$ cat config.mk
export PLATFORM = sky130hd
export DESIGN_NAME = cla_pipe_adder
export DESIGN_NICKNAME = d
export VERILOG_FILES = /design/src/rtl/cla_pkg.sv /design/src/rtl/cla_pipe_adder_slice.sv /design/src/rtl/cla_pipe_adder.sv
export SDC_FILE = /design/constraint.sdc
export NUM_CORES = 1
export LEC_CHECK = 0
export BUFFER_PORTS_ARGS = -buffer_cell sky130_fd_sc_hd__buf_2
export CAP_MARGIN = 20
export CELL_PAD_IN_SITES_DETAIL_PLACEMENT = 0
export CELL_PAD_IN_SITES_GLOBAL_PLACEMENT = 1
export CORE_MARGIN = 3
export CORE_UTILIZATION = 47
export DETAILED_ROUTE_END_ITERATION = 16
export GPL_TIMING_DRIVEN = 0
export PLACE_DENSITY_LB_ADDON = 0.1
export SKIP_LAST_GASP = 1
export SYNTH_ARGS = -nofsm -noshare
export SYNTH_HDL_FRONTEND = slang
export SYNTH_SLANG_ARGS = --single-unit
$ cat constraint.sdc
create_clock -name clk -period 3.9 [get_ports clk]
set_input_delay 0.195 -clock clk [delete_from_list [all_inputs] [get_ports clk]]
set_output_delay 0.195 -clock clk [all_outputs]
set_load 0.02 [all_outputs]
$ cat src/rtl/cla_pkg.sv
// Shared constants, helpers and the width-independent part of the per-stage
// pipeline record for the pipelined carry-lookahead adder.
package cla_pkg;

  localparam int SLICE_W = 4;

  // Control half of a stage record; the WIDTH-dependent operand/partial-sum
  // half lives beside it in the top, where WIDTH is known.
  typedef struct packed {
    logic valid;
    logic sub;
    logic carry;
  } stage_ctl_t;

  function automatic int stages(input int width, input int sps);
    return width / (SLICE_W * sps);
  endfunction

endpackage

$ cat src/rtl/cla_pipe_adder_slice.sv
// Combinational 4-bit carry-lookahead slice; c3 is the carry into bit 3 so the
// most significant slice can report signed overflow.
module cla4_slice
  import cla_pkg::*;
(
  input  logic [SLICE_W-1:0] a,
  input  logic [SLICE_W-1:0] b,
  input  logic               ci,
  output logic [SLICE_W-1:0] s,
  output logic               co,
  output logic               c3
);

  logic [SLICE_W-1:0] g;
  logic [SLICE_W-1:0] p;
  logic [SLICE_W-1:0] c;
  logic               grp_g;
  logic               grp_p;

  assign g = a & b;
  assign p = a ^ b;

  assign c[0] = ci;
  assign c[1] = g[0] | (p[0] & ci);
  assign c[2] = g[1] | (p[1] & g[0]) | (p[1] & p[0] & ci);
  assign c[3] = g[2] | (p[2] & g[1]) | (p[2] & p[1] & g[0]) | (p[2] & p[1] & p[0] & ci);

  // Group generate/propagate let the slice carry-out skip the internal chain.
  assign grp_g = g[3] | (p[3] & g[2]) | (p[3] & p[2] & g[1]) | (p[3] & p[2] & p[1] & g[0]);
  assign grp_p = &p;

  assign co = grp_g | (grp_p & ci);
  assign s  = p ^ c;
  assign c3 = c[3];

endmodule

$ cat src/rtl/cla_pipe_adder.sv
// Pipelined add/subtract unit: each stage resolves SLICES_PER_STAGE CLA slices
// and registers the partial sum and inter-group carry, under a global stall.
module cla_pipe_adder
  import cla_pkg::*;
#(
  parameter int WIDTH            = 16,
  parameter int SLICES_PER_STAGE = 1
) (
  input  logic             clk,
  input  logic             rst_n,
  input  logic             in_valid,
  output logic             in_ready,
  input  logic [WIDTH-1:0] A,
  input  logic [WIDTH-1:0] B,
  input  logic             Cin,
  input  logic             sub,
  output logic             out_valid,
  input  logic             out_ready,
  output logic [WIDTH-1:0] Sum,
  output logic             Cout,
  output logic             Ovf
);

  localparam int STAGES  = stages(WIDTH, SLICES_PER_STAGE);
  localparam int NSLICE  = WIDTH / SLICE_W;
  localparam int STAGE_W = SLICE_W * SLICES_PER_STAGE;

  // Stage registers: control record plus operands still to be added and the
  // low sum bits completed so far.
  stage_ctl_t       ctl_reg [STAGES];
  logic [WIDTH-1:0] opa_reg [STAGES];
  logic [WIDTH-1:0] opb_reg [STAGES];
  logic [WIDTH-1:0] sum_reg [STAGES];
  logic             ovf_reg;

  // What each stage sees at its input, and what it will register.
  stage_ctl_t [STAGES-1:0]            src_ctl;
  stage_ctl_t [STAGES-1:0]            ctl_next;
  logic       [STAGES-1:0][WIDTH-1:0] src_a;
  logic       [STAGES-1:0][WIDTH-1:0] src_b;
  logic       [STAGES-1:0][WIDTH-1:0] src_sum;
  logic       [STAGES-1:0][WIDTH-1:0] sum_next;

  logic [WIDTH-1:0]  slice_sum;
  logic [NSLICE-1:0] slice_co;
  logic              slice_c3 [NSLICE];
  logic              ovf_next;
  logic              advance;

  assign advance  = !out_valid || out_ready;
  assign in_ready = advance;

  genvar gi;
  generate
    for (gi = 0; gi < STAGES; gi++) begin : g_stage
      localparam logic [WIDTH-1:0] MASK = WIDTH'({STAGE_W{1'b1}}) << (gi * STAGE_W);

      if (gi == 0) begin : g_head
        // Subtraction forces the initial carry to 1 so that ~B + 1 == -B.
        assign src_ctl[gi] = '{valid: in_valid, sub: sub, carry: sub | Cin};
        assign src_a[gi]   = A;
        assign src_b[gi]   = B;
        assign src_sum[gi] = '0;
      end else begin : g_body
        assign src_ctl[gi] = ctl_reg[gi-1];
        assign src_a[gi]   = opa_reg[gi-1];
        assign src_b[gi]   = opb_reg[gi-1];
        assign src_sum[gi] = sum_reg[gi-1];
      end

      assign ctl_next[gi] = '{valid: src_ctl[gi].valid,
                              sub:   src_ctl[gi].sub,
                              carry: slice_co[(gi + 1) * SLICES_PER_STAGE - 1]};
      assign sum_next[gi] = (src_sum[gi] & ~MASK) | (slice_sum & MASK);
    end

    for (gi = 0; gi < NSLICE; gi++) begin : g_slice
      localparam int K   = gi / SLICES_PER_STAGE;
      localparam int LSB = gi * SLICE_W;
      logic slice_ci;

      if (gi % SLICES_PER_STAGE == 0) begin : g_first
        assign slice_ci = src_ctl[K].carry;
      end else begin : g_chain
        assign slice_ci = slice_co[gi-1];
      end

      cla4_slice u_slice (
        .a  (src_a[K][LSB +: SLICE_W]),
        .b  (src_b[K][LSB +: SLICE_W] ^ {SLICE_W{src_ctl[K].sub}}),
        .ci (slice_ci),
        .s  (slice_sum[LSB +: SLICE_W]),
        .co (slice_co[gi]),
        .c3 (slice_c3[gi])
      );
    end
  endgenerate

  assign ovf_next = slice_c3[NSLICE-1] ^ slice_co[NSLICE-1];

  always_ff @(posedge clk or negedge rst_n) begin
    if (!rst_n) begin
      for (int k = 0; k < STAGES; k++) begin
        ctl_reg[k] <= '0;
        opa_reg[k] <= '0;
        opb_reg[k] <= '0;
        sum_reg[k] <= '0;
      end
      ovf_reg <= 1'b0;
    end else if (advance) begin
      for (int k = 0; k < STAGES; k++) begin
        ctl_reg[k] <= ctl_next[k];
        opa_reg[k] <= src_a[k];
        opb_reg[k] <= src_b[k];
        sum_reg[k] <= sum_next[k];
      end
      ovf_reg <= ovf_next;
    end
  end

  assign out_valid = ctl_reg[STAGES-1].valid;
  assign Sum       = sum_reg[STAGES-1];
  assign Cout      = ctl_reg[STAGES-1].carry;
  assign Ovf       = ovf_reg;

endmodule

==> impl_metrics.py <==
metrics = {
    "run_status": {
        "status": "completed",
    },
    "yosys": {
        "yosysMostFrequentCell": "nand2_1",
        "ys.flop_type": "dfrtp_1",
        "synth.ff_latch_count": 100,
        "synth_nets": 541,
        "synth_fa_ha_area_share_pct": 6.34,
        "yosys-top-cells-area": "dfrtp_1, nand2_1, ha_1, xor2_1, o21ai_0",
        "synth_compound_area_share_pct": 6.54,
        "yosys.area_share.simple_pct": 22.6,
        "syn_inst": 483,
        "synth_xor_xnor_area_share_pct": 4.56,
        "avgSynthCellArea_um2": 9.15,
        "synth_area_um2": 4420,
        "yosysWarnings": 0,
        "seq_area_frac_synth_pct": 56.6,
        "synth_largest_area_cell": "dfrtp_1",
        "synth_edf_count": 0,
        "synthTopCellsByCount": "nand2_1, dfrtp_1, xor2_1",
        "async_flop_share_pct": 100,
        "synth_top_area_share_pct": 56.6,
        "synth_mux_area_share_pct": 0.226,
        "synth.distinct_cells": 27,
        "synth_top_family_by_area": "simple AND/OR/NAND/NOR gates",
    },
    "timing": {
        "tightestPinTransition_ns": 0.619,
        "period_share_pct": 57.0,
        "slew_viol_final": 0,
        "min_period_ns": 2.22,
        "fin_worst_skew_ns": 0.00980,
        "maxSlewHeadroom_pct": 58.8,
        "grt_setup_unrepaired": "no",
        "hold_violations": 0,
        "tns_ns": 0,
        "setup_viol": 0,
        "fmax_ghz": 0.450,
    },
    "layout": {
        "seqCellArea_um2": 2500,
        "fillers": 871,
        "drive_gt1_share_pct": 16.5,
        "final_cell_count_no_fill": 665,
        "nets": 610,
        "syn2layout_area_growth_pct": 14.6,
        "diodes": 0,
        "multi_input_area_um2": 1780,
    },
    "clocking": {
        "clockBufferDepth": 2,
        "cts_made_buffers": 9,
        "cts-resized-gates": 0,
        "htreeDepth": 3,
        "cts_root_buffer": "clkbuf_8",
        "insertion_delay_ns": 0.36,
        "ctsHoldBuffers": 1,
        "cts_tree": "done",
        "postCtsSetupRepairBufs": 0,
        "cts_sinks": 100,
        "clkTransAtPathRegs_ns": 0.09,
    },
    "worst_setup_path": {
        "slowest_stage": "clkbuf_1",
        "path_class": "flop to flop",
        "cp_max_fo": 6,
        "end_kind": "flop",
        "cpMostUsedCell": "a211oi_1",
        "critical_path.startpoint_type": "flop",
        "critical_path_buf_inv_count": 1,
        "cp.arrival_ns": 2.46,
        "cp_top_family": "compound AO/OA/AOI/OAI gates",
        "slowest_delay_ns": 0.36,
        "cp_cell_sequence": "clkbuf_1, xor2_1, ha_1, a211oi_1, o21bai_1, a211oi_1, a21oi_1",
        "worstPathRequired_ns": 4.14,
        "cp.depth": 7,
        "r2r_cells": 7,
    },
    "drt": {
        "vias": 3215,
        "dr.pass1.iters": 4,
        "routed_via_density": 4.83,
        "wirelength_mm": 9.04,
        "ant_nets": 0,
        "drc": 0,
        "drt_iter0_markers": 99,
        "wire_per_inst_um": 13.6,
    },
    "global_routing": {
        "grt_pass1_vias": 3027,
        "grt_antenna_before_repair": 0,
        "gr-total-overflow": 0,
        "grt_pass1_wl_mm": 15.2,
        "grt_max_degree": 61,
        "grt_usage_pct": 18.6,
    },
    "floorplan": {
        "coreArea_um2": 8930,
        "placement_rows": 34,
        "dieArea_um2": 10600,
        "start_util_pct": 49.5,
        "die_w_um": 103,
        "ios": 58,
        "die_h_um": 103,
    },
    "power": {
        "p_leak_nw": 2.72,
        "powerDensity_nw_per_um2": 820,
        "ir_drop_mv": 0.285,
    },
    "run": {
        "maxCapViolCount": 0,
    },
    "placed_design": {
        "gp_congestion": 0.835,
        "portBuffers": 56,
        "dp.cells": 648,
        "dp_hpwl_mm": 6.61,
    },
    "hold_path": {
        "whs_path_depth": 3,
        "holdCritPathClass": "primary input to flop",
    },
}
tightest hold or removal path, delay by kind of cell:
kind                   cells  cell delay [ns]
buffers and inverters      1             0.07
and+or+nand+nor            2             0.09
final timing paths:
check / end / startpoint / slack (ns)
worst max-delay path: g_slice[3].slice_ci$_DFFE_PN0P_ / ctl_next[7]$_DFFE_PN0P_ / 1.68
worst min-delay path: opb_reg[53]$_DFFE_PN0P_ / B[5] / 0.03
worst max register to register: g_slice[3].slice_ci$_DFFE_PN0P_ / ctl_next[7]$_DFFE_PN0P_ / 1.68
worst min register to register: ctl_next[11]$_DFFE_PN0P_ / ctl_next[11]$_DFFE_PN0P_ / 0.46
max in group asynchronous: g_slice[2].slice_ci$_DFFE_PN0P_ / rst_n / 2.86
min in group asynchronous: opb_reg[47]$_DFFE_PN0P_ / rst_n / 0.36
area by class of cell:
cell class                 count  share of cell area [%]
timing repair buffer          58                    6.32
inverter                       6                   0.445
multi-input combinational    352                    35.1
sequential                   100                    49.4
clock buffer                  13                    3.33
tap                          108                    2.67
buffer                        25                    2.32
clock inverter                 3                   0.395
placed cells by master, fill, tap and decap left out, types with 2 or more instances in the layout:
| cell type | count |
|---|---|
| fa_1 | 4 |
| o21bai_1 | 3 |
| nand2b_1 | 2 |
| nor2_1 | 8 |
| xnor2_1 | 5 |
| a211oi_1 | 7 |
| dfrtp_1 | 100 |
| clkbuf_1 | 12 |
| ha_1 | 16 |
| a21oi_1 | 9 |
| a21o_1 | 3 |
| inv_1 | 5 |
| clkinvlp_4 | 2 |
| o21ai_0 | 17 |
| nand2_1 | 251 |
| xor2_1 | 18 |
| buf_2 | 68 |
| clkbuf_8 | 12 |
cell families after synthesis:
kind of cell	Yosys count
simple gates	263
flops	100
buf+inv	31
fa+ha+maj	20
compound gates	45
xor+xnor	23
mux	1
stage by stage:
stage	util [%]	power [mW]	setup WS, ns	hold slack [ns]	area [µm²]
2_1_floorplan	-	3.07	2.01	-0.101	4420
4_1_cts	56.7	4.22	1.67	0.0101	5070
6_report	56.7	4.16	1.68	0.0276	5070
3_3_place_gp	54.1	3.52	1.60	0.391	4840
3_5_place_dp	54.5	3.59	1.71	0.216	4870
5_1_grt	56.7	4.58	1.50	0.0109	5070
metal layers:
metal / track usage [%] / part of all wire, %
met4: 3.29 / 0.62
met5: 0 / 0
met1: 26.4 / 47
met3: 4.60 / 5.5
met2: 29.6 / 47
power by group:
group	leakage [nW]	switching, mW	internal [mW]
logic	1.42	1.07	0.724
registers	1.21	0.243	1.50
clock network	0.0917	0.341	0.284
(Power assumes the default switching activity.)
